File: config.mk
export PLATFORM = sky130hd
export DESIGN_NAME = alu_issue_stage
export DESIGN_NICKNAME = d
export VERILOG_FILES = /design/src/rtl/alu_issue_stage.sv
export SDC_FILE = /design/constraint.sdc
export NUM_CORES = 1
export LEC_CHECK = 0
export ABC_AREA = 1
export CAP_MARGIN = 15
export CORE_MARGIN = 5
export CORE_UTILIZATION = 52
export CTS_BUF_LIST = sky130_fd_sc_hd__clkbuf_16
export CTS_CLUSTER_DIAMETER = 200
export DETAILED_ROUTE_END_ITERATION = 8
export PLACE_DENSITY_LB_ADDON = 0.15
export SETUP_SLACK_MARGIN = 0.5
export SYNTH_ARGS = -nofsm -noshare
export SYNTH_HDL_FRONTEND = slang
export SYNTH_SLANG_ARGS = --single-unit
File: constraint.sdc
create_clock -name clk -period 2.3 [get_ports clk]
set_input_delay 0.575 -clock clk [delete_from_list [all_inputs] [get_ports clk]]
set_output_delay 0.575 -clock clk [all_outputs]
set_load 0.005 [all_outputs]
File: src/rtl/alu_issue_stage.sv
// alu_issue_stage
//   Execute-issue stage in front of the ALU. It decodes opcode/funct3/f7b5
//   into a 4-bit ALU op, selects operands a/b, and registers the result
//   behind a valid/ready handshake. A one-entry skid register sits behind the
//   main output register, so two entries can be buffered in total.
//
//   Optional build macro: ALU_ISSUE_FWD_EN adds a single forwarding port set
//   (in_rs1_idx, in_rs2_idx, fwd_valid, fwd_rd, fwd_data). At acceptance,
//   fwd_data replaces rs1/rs2 when the index matches a non-zero fwd_rd.
//
// Ports
//   clk, rst_n          clock; asynchronous active-low reset
//   flush               synchronous kill of both buffered entries
//   in_valid/in_ready   upstream handshake; in_ready = skid entry empty
//   in_opcode/funct3/f7b5, in_rs1_val, in_rs2_val, in_imm, in_pc, in_rd
//                       decoded instruction fields and operands
//   out_valid/out_ready downstream handshake
//   out_a, out_b, out_alu_op, out_rd, out_illegal
//                       registered ALU operands, op code, destination and
//                       illegal flag
module alu_issue_stage #(
  parameter int XLEN = 32,
  parameter int RD_W = 5
) (
  input  logic            clk,
  input  logic            rst_n,
  input  logic            flush,
  input  logic            in_valid,
  output logic            in_ready,
  input  logic [6:0]      in_opcode,
  input  logic [2:0]      in_funct3,
  input  logic            in_f7b5,
  input  logic [XLEN-1:0] in_rs1_val,
  input  logic [XLEN-1:0] in_rs2_val,
  input  logic [XLEN-1:0] in_imm,
  input  logic [XLEN-1:0] in_pc,
  input  logic [RD_W-1:0] in_rd,
`ifdef ALU_ISSUE_FWD_EN
  input  logic [RD_W-1:0] in_rs1_idx,
  input  logic [RD_W-1:0] in_rs2_idx,
  input  logic            fwd_valid,
  input  logic [RD_W-1:0] fwd_rd,
  input  logic [XLEN-1:0] fwd_data,
`endif
  output logic            out_valid,
  input  logic            out_ready,
  output logic [XLEN-1:0] out_a,
  output logic [XLEN-1:0] out_b,
  output logic [3:0]      out_alu_op,
  output logic [RD_W-1:0] out_rd,
  output logic            out_illegal
);

  localparam logic [6:0] OPC_R     = 7'b0110011;
  localparam logic [6:0] OPC_I     = 7'b0010011;
  localparam logic [6:0] OPC_LUI   = 7'b0110111;
  localparam logic [6:0] OPC_AUIPC = 7'b0010111;
  localparam logic [6:0] OPC_LOAD  = 7'b0000011;
  localparam logic [6:0] OPC_STORE = 7'b0100011;

  localparam logic [3:0] OP_ADD  = 4'b0000;
  localparam logic [3:0] OP_SUB  = 4'b0001;
  localparam logic [3:0] OP_XOR  = 4'b0010;
  localparam logic [3:0] OP_OR   = 4'b0011;
  localparam logic [3:0] OP_AND  = 4'b0100;
  localparam logic [3:0] OP_SLL  = 4'b0101;
  localparam logic [3:0] OP_SRL  = 4'b0110;
  localparam logic [3:0] OP_SRA  = 4'b0111;
  localparam logic [3:0] OP_SLTU = 4'b1000;

  logic [XLEN-1:0] rs1_p0, rs2_p0;
  logic [XLEN-1:0] a_p0, b_p0;
  logic [3:0]      op_p0;
  logic            ill_p0;

  logic            vld_p1;
  logic            sk_vld_p1;
  logic [XLEN-1:0] sk_a_p1, sk_b_p1;
  logic [3:0]      sk_op_p1;
  logic [RD_W-1:0] sk_rd_p1;
  logic            sk_ill_p1;

  logic accept, main_load;

  // ---- p0: operand forwarding and combinational decode ----
`ifdef ALU_ISSUE_FWD_EN
  always_comb begin
    rs1_p0 = in_rs1_val;
    rs2_p0 = in_rs2_val;
    if (fwd_valid && (fwd_rd != '0) && (fwd_rd == in_rs1_idx)) rs1_p0 = fwd_data;
    if (fwd_valid && (fwd_rd != '0) && (fwd_rd == in_rs2_idx)) rs2_p0 = fwd_data;
  end
`else
  assign rs1_p0 = in_rs1_val;
  assign rs2_p0 = in_rs2_val;
`endif

  always_comb begin
    a_p0   = '0;
    b_p0   = '0;
    op_p0  = OP_ADD;
    ill_p0 = 1'b0;
    case (in_opcode)
      OPC_R, OPC_I: begin
        a_p0 = rs1_p0;
        b_p0 = (in_opcode == OPC_R) ? rs2_p0 : in_imm;
        case (in_funct3)
          3'b000:  op_p0 = ((in_opcode == OPC_R) && in_f7b5) ? OP_SUB : OP_ADD;
          3'b001:  op_p0 = OP_SLL;
          3'b010:  ill_p0 = 1'b1;  // signed compare has no ALU op
          3'b011:  op_p0 = OP_SLTU;
          3'b100:  op_p0 = OP_XOR;
          3'b101:  op_p0 = in_f7b5 ? OP_SRA : OP_SRL;
          3'b110:  op_p0 = OP_OR;
          default: op_p0 = OP_AND;
        endcase
      end
      OPC_LUI:   b_p0 = in_imm;
      OPC_AUIPC: begin
        a_p0 = in_pc;
        b_p0 = in_imm;
      end
      OPC_LOAD, OPC_STORE: begin
        a_p0 = rs1_p0;
        b_p0 = in_imm;
      end
      // Unknown opcodes still flow downstream so the trap is raised in order.
      default:   ill_p0 = 1'b1;
    endcase
  end

  assign in_ready  = ~sk_vld_p1;
  assign accept    = in_valid && in_ready;
  assign main_load = ~vld_p1 || out_ready;
  assign out_valid = vld_p1;

  // ---- p1: main output register and skid register ----
  always_ff @(posedge clk or negedge rst_n) begin
    if (!rst_n) begin
      vld_p1      <= 1'b0;
      sk_vld_p1   <= 1'b0;
      out_a       <= '0;
      out_b       <= '0;
      out_alu_op  <= OP_ADD;
      out_rd      <= '0;
      out_illegal <= 1'b0;
      sk_a_p1     <= '0;
      sk_b_p1     <= '0;
      sk_op_p1    <= OP_ADD;
      sk_rd_p1    <= '0;
      sk_ill_p1   <= 1'b0;
    end else if (flush) begin
      vld_p1    <= 1'b0;
      sk_vld_p1 <= 1'b0;
    end else if (main_load) begin
      if (sk_vld_p1) begin
        // in_ready is low while the skid is full, so no accept competes here.
        vld_p1      <= 1'b1;
        sk_vld_p1   <= 1'b0;
        out_a       <= sk_a_p1;
        out_b       <= sk_b_p1;
        out_alu_op  <= sk_op_p1;
        out_rd      <= sk_rd_p1;
        out_illegal <= sk_ill_p1;
      end else if (accept) begin
        vld_p1      <= 1'b1;
        out_a       <= a_p0;
        out_b       <= b_p0;
        out_alu_op  <= op_p0;
        out_rd      <= in_rd;
        out_illegal <= ill_p0;
      end else begin
        vld_p1 <= 1'b0;
      end
    end else if (accept) begin
      sk_vld_p1 <= 1'b1;
      sk_a_p1   <= a_p0;
      sk_b_p1   <= b_p0;
      sk_op_p1  <= op_p0;
      sk_rd_p1  <= in_rd;
      sk_ill_p1 <= ill_p0;
    end
  end

endmodule

# Word-level counts from Yosys, hierarchy flattened
# Cells that the tools add are included.
totals:
  elab_cells: 66
  output_inout_bits: 76
  latchBits: 0
  ff_bits: 150
  in_bits: 149
  mem_count: 0
  mem_bits_rw: 0
  romBits: 0
classes:
  shift: 0
  addsub: 0
  div: 0
  eq_ne: 12
  mux: 26
  multipliers: 0
  n_reduce_logical: 12
  n_lt_le_gt_ge: 0
  n_bitwise: 4
ops:
  columns: ["cell", "count"]
  rows:
  - ["2-to-1 mux 32 bit", 5]
  - ["one-hot mux 32 bit (2 select lines)", 2]
  - ["one-hot mux 4 bit (7 select lines)", 1]
  - ["equality test 7 x 6 -> 1 bit, second input constant", 3]
  - ["equality test 7 x 5 -> 1 bit, second input constant", 2]
  - ["2-to-1 mux 1 bit", 12]
  - ["2-to-1 mux 4 bit", 3]
  - ["2-to-1 mux 5 bit", 2]
  - ["equality test 3 bit, second input constant", 3]
  - ["OR reduction 4 bit", 2]
  - ["equality test 7 x 2 -> 1 bit, second input constant", 1]
  - ["equality test 3 x 2 -> 1 bit, second input constant", 2]
  - ["AND reduction 3 bit", 2]
  - ["inverter 1 bit", 4]
  - ["nonzero test 2 bit", 2]
  - ["equality test 3 x 1 -> 1 bit, second input constant", 1]
  - ["logical NOT 3 bit", 1]
  - ["nonzero test 3 bit", 1]
  - ["logical AND 1 bit", 2]
  - ["one-hot mux 1 bit (2 select lines)", 1]
  - ["OR reduction 2 bit", 1]
  - ["logical OR 1 bit", 1]

# Depth between registers and ports, before layout
depth:
  depth_word: 7
  depth_mapped: 12
  depth_no_buf: 11

# Worst setup path before layout
# OpenSTA, ideal clock, no wires.
synth_path:
  path_type: "input -> register"
  start: "in out_ready"
  end: "reg sk_b_p1[10]"
  path_slack_ns: 0.629
  setup_time_ns: 0.130
  t_arrival_ns: 1.541
  path_stages: 6
  cell_sequence: "nor2_2 > inv_2 > or2_1 > nor3_4 > clkbuf_1 > o21ai_1"
synth_via:
  elab_chain_cells: 3
synth_lines:
  columns: ["item", "line", "source"]
  rows:
  - ["from (decl)", "46", "input logic out_ready,"]
  - ["logical OR 1 bit", "134", "assign main_load = ~vld_p1 || out_ready;"]
  - ["inverter 1 bit (no line)", null, null]
  - ["AND reduction 3 bit (no line)", null, null]
  - ["to (signal assigned)", "178", "sk_b_p1 <= b_p0;"]
  - ["to (decl)", "78", "logic [XLEN-1:0] sk_a_p1, sk_b_p1;"]
# Every way passes these cells.
# A chain may end at the register's enable or synchronous reset.

# Worst setup path after layout
layout_path:
  start: "in flush"
  end: "reg sk_a_p1[1]"
layout_via:
  elab_chain_cells: 2
layout_lines:
  columns: ["item", "line", "source"]
  rows:
  - ["from (decl)", "27", "input logic flush,"]
  - ["inverter 1 bit (no line)", null, null]
  - ["AND reduction 3 bit (no line)", null, null]
  - ["to (signal assigned)", "177", "sk_a_p1 <= a_p0;"]
  - ["to (decl)", "78", null]
# Every way passes these cells.

==> run metrics <==
drt drc=0; clock sink count=150; clock skew=0.00813 ns; status=complete, no violations; TritonCTS clock tree=done; Final Net Count=1498; Post-Syn Area=approximately 7800 µm²; Worst Hold Class=in -> async; H-Tree Depth=4; WP data arrival=~2.1 ns; Slew @ Worst Pin=~0.62 ns; required time worst endpoint=2.64 ns; commonest non-fill, non-tap cell in the layout=nand2_1; Seq. cell area=3760 µm²; area of the core=~15000 µm²; asr flop ratio synth=1.00; Crit Path Max Fanout=6; hpwl dp=~15000 µm; sequential share of the synthesized area=0.482; Initial DRC Count=just under 700; vias in the first global route=around 7.9k; Sum Neg Setup Slack=0 ns; area leader, netlist=dfrtp_1; Layout fillers=1065; Routed Antenna Nets=0; row count=44; relative slew slack=0.586; Final Instance Area=about 11000 µm²; DR pass1 iterations=5; clk root buf=clkbuf_16; Critical Path Sink Type=flop; Vias=just over 8k; EDFF count, synth=0; Tot GR Track Use=0.262; Synth cell types=24; VDD IR max=0.613 mV; Yosys warnings=0; Synthesized Nets=between 1k and 1.5k; largest cells by area after synthesis=dfrtp_1 48%, nand2_1 26%, o21ai_1 4.8%; fin crit period=1.76 ns; I/O Buffers=around 220; chip height=approximately 130 µm; Routed WL=25500 µm; maxcap violations=0; vias per cell=between 5 and 6; Syn Area/Cell=about 7 µm²; Num CTS Buffers=17; most frequent cells in the layout=522 x nand2_1, 149 x dfrtp_1, 139 x clkdlybuf4s50_1, 79 x dlygate4sd2_1, 75 x o21ai_1; I/O Pins=around 230; Yosys reg bits=150; initial core utilization=0.534; grt ovf=0; max frequency=568 MHz; area occupied by multi-input gates=3480 µm²; Setup-failing EPs final=0; wire length per cell=~16 µm; placed cell area=10300 µm²; CTS max path bufs=2; RSZ-0062 raised after global routing=no; power density over cell area=roughly 620 nW/µm²; Final period util=0.766; P&R area growth vs syn=47.7%; Mapped Cells=around 1.1k; total power draw=a little over 0.007 W; gpl congestion=between 0.8 and 0.9; global-route wire length before repair=roughly 38000 µm; worst skew pair latency=approximately 0.42 ns; Setup crit start kind=input port; share of layout cells above drive strength 1=0.0910; P_leak=6.30 nW; top-area cell type share of the netlist area=0.482; max-slew violations=0; Main synth FF type=dfrtp_1; initial antenna violation count=3; crit path kind=in -> reg; Die X=132 µm; Final Hold Viols=0; clk slew on worst S/H paths=0.06 ns; pin count of the biggest net entering global routing=61; die area=approximately 18000 µm²
==> worst max-delay path: stages <==
cell and delay (ns):
clkdlybuf4s50_1 0.43, or2_4 0.27, nor3_4 0.21, buf_12 0.16, buf_12 0.15, clkbuf_16 0.15, nand2_1 0.04, o21ai_1 0.10
==> state kept, by name, indices dropped and copies added (netlist names) <==
signal,count
out_alu_op,4
sk_ill_p1,1
sk_op_p1,4
out_illegal,1
sk_vld_p1,1
out_b,32
sk_a_p1,32
out_valid,1
sk_rd_p1,5
out_a,32
sk_b_p1,32
out_rd,5
==> cell families (layout without fill, tap and decap cells) <==
| family | Yosys count | count (layout) | synth area share |
|---|---|---|---|
| compound gates | 182 | 182 | 0.118 |
| buf+inv | 145 | 402 | 0.0802 |
| flops | 150 | 150 | 0.482 |
| other cells | 0 | 2 | 0 |
| simple gates | 628 | 628 | 0.320 |
==> cells in the mapped netlist, types with 3 or more instances <==
library cell  count
a21oi_1          60
buf_1            10
buf_2            25
buf_4            11
clkbuf_1         20
dfrtp_1         150
inv_1            73
inv_2             5
nand2_1         530
nand3_1          72
nor2_1           16
nor2_2            3
o21ai_0          45
o21ai_1          75
==> metal layers <==
metal | GRT usage | vias to the layer above | share of wire
li1 | - | 3969 | -
met1 | 0.327 | 3739 | 0.39
met2 | 0.423 | 405 | 0.49
met3 | 0.0885 | 58 | 0.094
met4 | 0.102 | 2 | 0.030
met5 | 0 | - | 0.00051
==> through the flow <==
stage / hold WS [ns] / util / setup slack (ns) / cells
3_5_place_dp: 0.458 / 0.709 / -0.0313 / 1482
4_1_cts: 0.0790 / 0.757 / 0.472 / 1526
6_report: 0.0758 / 0.788 / 0.539 / 1548
5_1_grt: 0.100 / 0.788 / 0.485 / 1548
3_3_place_gp: 0.450 / 0.709 / -0.0206 / 1482
2_1_floorplan: 0.279 / - / 0.629 / 1105
==> area by class of cell <==
type | instances | area share
clock buffer | 17 | 0.0370
tap | 184 | 0.0200
sequential | 150 | 0.327
multi-input combinational | 810 | 0.303
inverter | 78 | 0.0261
clock inverter | 15 | 0.0126
timing repair buffer | 292 | 0.274
antenna | 2 | 0.000435
==> repair_timing <==
item,4_1_cts,5_1_grt
hold buffers,0,0
setup buffers,9,4
resized for setup,105,21
cloned,3,16
pin swaps,5,5
setup endpoints to repair,180,121
hold endpoints to repair,0,0
==> power by group <==
group	leakage [nW]	total, W	switching [W]	internal (W)
sequential	2.00	0.00313	0.000137	0.00299
clock	0.289	0.00275	0.00108	0.00167
combinational	4.01	0.00124	0.000620	0.000623
==> worst paths after layout <==
| kind | to | from | slack [ns] | depth (start not counted) |
|---|---|---|---|---|
| setup / recovery | sk_a_p1[1]$_DFFE_PN0P_ | flush | 0.54 | 8 |
| setup reg to reg | sk_a_p1[1]$_DFFE_PN0P_ | out_valid$_DFFE_PN0N_ | 0.57 | 10 |
| min in group clk | out_b[5]$_DFFE_PN0P_ | out_b[5]$_DFFE_PN0P_ | 0.47 | 2 |
| hold reg to reg | out_b[5]$_DFFE_PN0P_ | out_b[5]$_DFFE_PN0P_ | 0.47 | 2 |
| hold / removal | out_b[19]$_DFFE_PN0P_ | rst_n | 0.08 | 1 |
| max in group asynchronous | sk_a_p1[24]$_DFFE_PN0P_ | rst_n | 1.56 | 2 |
No activity file was read; power rests on OpenSTA's default activity.
